[config.mk]
export PLATFORM = sky130hd
export DESIGN_NAME = mux5_rr_arbiter
export DESIGN_NICKNAME = d
export VERILOG_FILES = /design/src/rtl/mux5_rr_arbiter.sv
export SDC_FILE = /design/constraint.sdc
export NUM_CORES = 1
export LEC_CHECK = 0
export BUFFER_PORTS_ARGS = -buffer_cell sky130_fd_sc_hd__buf_2
export CORE_MARGIN = 8
export CORE_UTILIZATION = 52
export DETAILED_ROUTE_END_ITERATION = 8
export GPL_TIMING_DRIVEN = 0
export PLACE_DENSITY = 0.72
export REMOVE_ABC_BUFFERS = 1
export SLEW_MARGIN = 15
export SYNTH_ARGS = -nofsm -noshare
export SYNTH_HDL_FRONTEND = slang
export SYNTH_SLANG_ARGS = --single-unit
[constraint.sdc]
create_clock -name clk -period 5.9 [get_ports clk]
set_clock_uncertainty 0.2 [all_clocks]
set_input_delay 0.885 -clock clk [delete_from_list [all_inputs] [get_ports clk]]
set_output_delay 0.885 -clock clk [all_outputs]
set_load 0.03 [all_outputs]
[src/rtl/mux5_rr_arbiter.sv]
// Round-robin arbiter for five requesters sharing one 5:1 mux and its slave.
// Owns the slave handshake and releases an owner that waits too long for slv_ready.
module mux5_rr_arbiter #(
    parameter int TIMEOUT = 64,
    parameter int TW      = $clog2(TIMEOUT + 1)
) (
    input  logic       clk,
    input  logic       rst_n,
    input  logic [4:0] req,
    input  logic       slv_ready,
    output logic       slv_valid,
    output logic [4:0] gnt,
    output logic [2:0] sel,
    output logic [4:0] done,
    output logic       err,
    output logic [2:0] err_id
);
    // Handshake: a transfer moves when slv_valid & slv_ready are both high on a rising
    // clk edge; slv_valid never waits on slv_ready, and it drops as soon as the owner drops req.

    typedef enum logic {IDLE, BUSY} state_t;

    state_t        state, state_nx;
    logic [2:0]    ptr, ptr_nx, sel_nx, err_id_nx;
    logic [4:0]    gnt_nx, cand;
    logic          err_nx, complete, win_ok;
    logic [2:0]    win;
    logic [TW-1:0] wdog, wdog_nx;

    assign slv_valid = (state == BUSY) && req[sel];
    assign complete  = slv_valid & slv_ready;
    assign done      = gnt & {5{complete}};

    // The current owner is masked so a completing transfer hands off without a bubble.
    assign cand = (state == IDLE) ? req : (req & ~gnt);

    // Scan from ptr downwards in priority so the entry closest to ptr is written last.
    always_comb begin
        win_ok = 1'b0;
        win    = 3'd0;
        for (int k = 4; k >= 0; k--) begin
            int idx;
            idx = int'(ptr) + k;
            if (idx >= 5) idx = idx - 5;
            if (cand[idx]) begin
                win_ok = 1'b1;
                win    = 3'(idx);
            end
        end
    end

    always_comb begin
        state_nx  = state;
        gnt_nx    = gnt;
        sel_nx    = sel;
        ptr_nx    = ptr;
        wdog_nx   = wdog;
        err_nx    = 1'b0;
        err_id_nx = err_id;
        case (state)
            IDLE: begin
                if (win_ok) begin
                    state_nx = BUSY;
                    gnt_nx   = 5'b00001 << win;
                    sel_nx   = win;
                    ptr_nx   = (win == 3'd4) ? 3'd0 : win + 3'd1;
                    wdog_nx  = '0;
                end
            end
            BUSY: begin
                if (complete) begin
                    if (win_ok) begin
                        gnt_nx  = 5'b00001 << win;
                        sel_nx  = win;
                        ptr_nx  = (win == 3'd4) ? 3'd0 : win + 3'd1;
                        wdog_nx = '0;
                    end else begin
                        state_nx = IDLE;
                        gnt_nx   = 5'b00000;
                    end
                end else if (!req[sel]) begin
                    state_nx = IDLE;
                    gnt_nx   = 5'b00000;
                end else if (wdog == TW'(TIMEOUT - 1)) begin
                    // ptr already points past this owner, so the others get served first.
                    state_nx  = IDLE;
                    gnt_nx    = 5'b00000;
                    err_nx    = 1'b1;
                    err_id_nx = sel;
                end else begin
                    wdog_nx = wdog + TW'(1);
                end
            end
            default: begin
                state_nx = IDLE;
                gnt_nx   = 5'b00000;
            end
        endcase
    end

    always_ff @(posedge clk or negedge rst_n) begin
        if (!rst_n) begin
            state  <= IDLE;
            gnt    <= 5'b00000;
            sel    <= 3'd0;
            ptr    <= 3'd0;
            wdog   <= '0;
            err    <= 1'b0;
            err_id <= 3'd0;
        end else begin
            state  <= state_nx;
            gnt    <= gnt_nx;
            sel    <= sel_nx;
            ptr    <= ptr_nx;
            wdog   <= wdog_nx;
            err    <= err_nx;
            err_id <= err_id_nx;
        end
    end

endmodule

# ---- Yosys cells after proc, flatten, opt, wreduce, memory -nomap -nowiden
# Index checks and enable logic that the tools add are counted.
dict set report totals {
  out_inout_bits 18
  in_bits 8
  ff_bits 23
  wordCells 107
}
dict set report op_classes {
  order_cmp 11
  mux 60
  n_eq_ne 7
  bitwise_logic 6
  shift 1
  addsub 11
  reduce_logical 4
}
# op count
set op_table {}
lappend op_table {{$lt 32x5->1 const B} 5}
lappend op_table {{$mux 32} 5}
lappend op_table {{$mux 3} 10}
lappend op_table {{$mux 5} 6}
lappend op_table {{$mux 7} 4}
lappend op_table {{$mux 1} 24}
lappend op_table {{$sub 4x3->5 const B} 4}
lappend op_table {{$bmux 1 s3} 6}
lappend op_table {{$ge 4x3->1 const B} 4}
lappend op_table {{$pmux 7 s2} 1}
lappend op_table {{$pmux 3 s2} 2}
lappend op_table {{$and 5x5->5} 2}
lappend op_table {{$pmux 5 s2} 1}
lappend op_table {{$add 3x2->4 const B} 2}
lappend op_table {{$add 7x1->7 const B} 1}
lappend op_table {{$eq 7x6->1 const B} 1}
lappend op_table {{$not 5->5} 1}
lappend op_table {{$shl 1x3->5 const A} 1}
lappend op_table {{$add 3x1->4 const B} 1}
lappend op_table {{$add 3x3->4 const B} 1}
lappend op_table {{$lt 3x4->1 const B} 1}
lappend op_table {{$ne 4x3->1 const B} 1}
lappend op_table {{$reduce_and 2->1} 2}
lappend op_table {{$reduce_and 4->1} 1}
lappend op_table {{other kinds (12)} 13}

# ---- Depth between registers and ports, before layout
dict set report depth {
  word_depth 16
  mapped_depth 18
  depth_no_buf 16
}

# ---- Worst setup path before layout
# No wires, ideal clock.
dict set report synth_path {
  kind {reg-to-reg}
  start {reg ptr[1]}
  end {reg ptr[2]}
  path_buffers 2
  synth_period_minus_slack_ns 4.078
  setup_slack_ns 1.822
  arrival_time_ns 3.795
  stages_incl_launch_ff 18
  t_required_ns 5.617
  setup_time_ns 0.083
  cell_sequence {dfrtp_1 buf_2 inv_1 ha_1 inv_1 ha_1 clkbuf_1 a211oi_1 mux2_1 a32oi_1 nand3_2 mux2i_1 mux2i_1 o31ai_1 ha_1 ha_1 a211o_1 o21ai_0}
}
dict set report synth_between {
  elab_chain_cells 16
  word_cells_on_any_way 50
  cone_classes {10 x add/sub; 5 x order compare; 1 x eq/ne; 34 x mux}
}
# item line
set synth_lines {}
lappend synth_lines {{start, declared} 24} ;# logic [2:0] ptr, ptr_nx, sel_nx, err_id_nx;
lappend synth_lines {{start signal, assigned} 114} ;# ptr <= ptr_nx;
lappend synth_lines {{$add 3x3->4} 43} ;# idx = int'(ptr) + k;
lappend synth_lines {{$sub 4x3->5 / $ge 4x3->1 (equally long branches)} 44} ;# if (idx >= 5) idx = idx - 5;
lappend synth_lines {{$mux 32} 44}
lappend synth_lines {{$bmux 1 s3} 45} ;# if (cand[idx]) begin
lappend synth_lines {{$mux 1 (implied by the code) (2 in a row)} 45}
lappend synth_lines {{$mux 3 (4 in a row)} 45}
lappend synth_lines {{$mux 3 (*)} 45}
lappend synth_lines {{via win[1]} 27} ;# logic [2:0] win;
lappend synth_lines {{$add 3x1->3 / $eq 3x3->1 (equally long branches)} {66, 75}}
lappend synth_lines {{$mux 3 (*)} {66, 75}}
lappend synth_lines {{$mux 3 (*)} {62, 72}}
lappend synth_lines {{$mux 3} 71} ;# if (complete) begin
lappend synth_lines {{$pmux 3 s2 (*)} 60} ;# case (state)
# Mark *: on every way through the listed nets, which the timed path passes. The rest lies on a longest branch. The select of a mux whose other input is x is not followed.
# A chain may end at the register's enable or synchronous reset.

# ---- Final worst setup path
dict set report layout_path {
  start {reg ptr[0]}
  end {reg ptr[2]}
}
# The elaborated chain is that of the path after synthesis.

==> impl_results.md <==
- Number of synthesized register bits: 23
- Critical path's most frequent cell: sky130_fd_sc_hd__ha_1
- Row count: 25
- Final hold viol count: 0
- Period utilization: 84.7%
- Max-cap viol count: 0
- Port buffer count: 25
- Clock buffer count from CTS: 3
- Arrival time worst endpoint: 4980 ps
- Number of synthesis warnings: 0
- TNS Setup: 0 ps
- Hold buffer count at CTS: 0
- All-Layer GR Usage: 17.6%
- Worst max-slew margin expressed relative to the limit: 30.7%
- Number of instances on the worst hold path: 1
- Pin count of the biggest net entering global routing: 29
- Hpwl dp: 4790 um
- Synthesized cell area: ~2500 sq um
- Biggest fanout along the worst timing path: 28
- Final Setup Violations: 0
- Leading cell type in the layout, fill and taps excluded: sky130_fd_sc_hd__nand2_1
- Die Y-Extent: 84.8 um
- Final net count: about 340
- H-tree depth: 1
- Largest stage delay, worst path: 940 ps
- Area added between synthesis and finish: 7.37%
- Clock root buffer master: sky130_fd_sc_hd__clkbuf_8
- Total core area: about 4600 sq um
- Clock-pin transition on the worst setup and hold timing paths: 80 ps
- Remaining Overflow, GRT: 0
- Number of antenna violations at the first check in global routing: 0
- Synth top area share: around a quarter
- Unrepaired setup endpoints after global routing: false
- Average vias per placed instance: 6.34
- Fin. max-slew vios: 0
- Boundary Pins: 26
- Ant diodes: 0
- Worst min path class: flop to flop
- Predominant post-synthesis flop cell: sky130_fd_sc_hd__dfrtp_1
- 1st-pass router iterations: 5
- Last weighted congestion value of the routability-driven placer: 0.911
- Global-route wire length before repair: roughly 10000 um
- Count of mapped cells out of synthesis: 287
- Clock insertion delay at the later pin of the skew report: approximately 260 ps
- TritonCTS clock tree: built
- Post-synthesis sequential area ratio: a little under a quarter
- Routed vias: around 2300
- Ordered list of cells on the worst path: inv_2, ha_1, inv_1, ha_1, a211oi_1, mux2_1, a32oi_1, nand3_2, mux2i_1, mux2i_1, o31ai_1, ha_1, ha_1, a211o_1, o21ai_0
- Netlist cell types: 74
- Count of clock tree sinks: 23
- Worst-path cell with the longest stage delay: sky130_fd_sc_hd__dfrtp_1
- Remaining antenna violation count after routing: 0
- Most area-hungry cell type in the Yosys netlist: sky130_fd_sc_hd__dfrtp_1
- Crit end category: flop
- Critical path start-end classification: flop to flop
- Crit start category: flop
- Resized Gates After CTS: 0
- Longest Clk Path Bufs: 2
- Die footprint: 7190 sq um
- Final routed DRC violation total: 0
- Worst-Margin Slew: 1030 ps
- Via count of the first global-routing pass: 2114
- Util after Layout: a little under three fifths
- Share of async-settable or async-resettable flops after synthesis: 100%
- Required time at the endpoint of the critical path: 5880 ps
- Peak Freq: 200 MHz
- Initial Util: 53.2%
- Number of flops mapped to enable cells by yosys: 0
- Synth Area per Inst: 8.58 sq um
- Total routed wirelength: between 6000 and 7000 um
- # Post-CTS Setup Buffers: 0
- Fraction of final layout cells sized beyond drive strength 1: 18.3%
- Iter 0 DRT Violations: 261
- Commonest non-fill, non-tap cells in the layout: sky130_fd_sc_hd__nand2_1 (29), sky130_fd_sc_hd__buf_2 (25), sky130_fd_sc_hd__dfrtp_1 (23)
- Run status: complete, no violations
- Largest cells by area after synthesis: sky130_fd_sc_hd__dfrtp_1 (23%), sky130_fd_sc_hd__ha_1 (10%), sky130_fd_sc_hd__nand2_1 (4.4%), sky130_fd_sc_hd__mux2_2 (3.2%), sky130_fd_sc_hd__nor2_1 (3.0%)
- Number of cells traversed by the worst register-to-register path: 15
- Post-route minimum period: 5000 ps
- Die extent in x: approximately 85 um
- Routed wire length per instance: ~17 um
-- logic make-up (layout without fill, tap and decap cells) --
kind of cell / Yosys count / count (layout) / synth area share, %
fa+ha+maj: 20 / 20 / 10.2
xor+xnor: 8 / 8 / 2.85
flops: 23 / 23 / 23.4
compound gates: 94 / 94 / 30.1
simple gates: 102 / 102 / 21.7
buf+inv: 25 / 44 / 4.73
mux: 15 / 15 / 7.01
-- per-stage QoR --
step	area (sq um)	instances	hold WS (ps)	setup WS [ps]
after global placement	2590	356	260	960
after CTS	2640	360	281	936
after floorplan	2400	277	243	1750
after global routing	2640	360	331	559
final	2640	360	275	901
after detailed placement	2590	356	270	962
-- worst max-delay path, delay by kind of cell, from the launching register on --
kind,cells,cell delay (ps)
buffers and inverters,2,350
DFF,1,940
AOI/OAI and AO/OA,5,1460
adders and majority gates,4,1080
muxes,3,690
and+or+nand+nor,1,190
-- cell usage after synthesis, types with 4 or more instances --
master                     number
sky130_fd_sc_hd__a21bo_2        4
sky130_fd_sc_hd__a21boi_0       5
sky130_fd_sc_hd__a21oi_1       10
sky130_fd_sc_hd__a22o_1         4
sky130_fd_sc_hd__a31oi_1        6
sky130_fd_sc_hd__and3_1         8
sky130_fd_sc_hd__clkbuf_1       4
sky130_fd_sc_hd__dfrtp_1       23
sky130_fd_sc_hd__ha_1          20
sky130_fd_sc_hd__inv_1         14
sky130_fd_sc_hd__mux2_2         7
sky130_fd_sc_hd__mux2i_1        6
sky130_fd_sc_hd__nand2_1       29
sky130_fd_sc_hd__nand2b_1       5
sky130_fd_sc_hd__nand3_1        8
sky130_fd_sc_hd__nor2_1        20
sky130_fd_sc_hd__nor3_1         8
sky130_fd_sc_hd__o211ai_1       6
sky130_fd_sc_hd__o21a_1         4
sky130_fd_sc_hd__o21ai_0       13
sky130_fd_sc_hd__xnor2_1        6
-- state kept, by name (all words and copies together), names as in the netlist --
| register | flops |
|---|---|
| gnt | 5 |
| ptr | 3 |
| sel | 3 |
| err_id | 3 |
| wdog | 7 |
| err | 1 |
| state | 1 |
-- path summary, 6_finish.rpt --
kind,startpoint,endpoint,slack [ps]
setup reg to reg,ptr[0],ptr[2],900
hold reg to reg,wdog[5],wdog[5],270
min in group asynchronous,rst_n,err,380
setup / recovery,ptr[0],ptr[2],900
max in group asynchronous,rst_n,gnt[3],4770
hold / removal,wdog[5],wdog[5],270
-- per-layer routing --
layer / global-route usage, % / wire (um) / vias to the layer above
li1: - / - / 1123
met1: 23.9 / 2830 / 1077
met2: 28.6 / 2920 / 77
met3: 2.22 / 346 / 6
met4: 4.37 / 69 / 0
met5: 0 / 0 / -
-- final cells by class --
class	count	area [sq um]
timing repair buffer	25	125
clock buffer	3	41.3
sequential	23	576
fill	413	1990
clock inverter	1	7.51
inverter	15	56.3
multi-input combinational	239	1770
tap	54	67.6
Power is not shown: default switching activity piles up to over one toggle a cycle in this logic, so the estimate is an artifact.
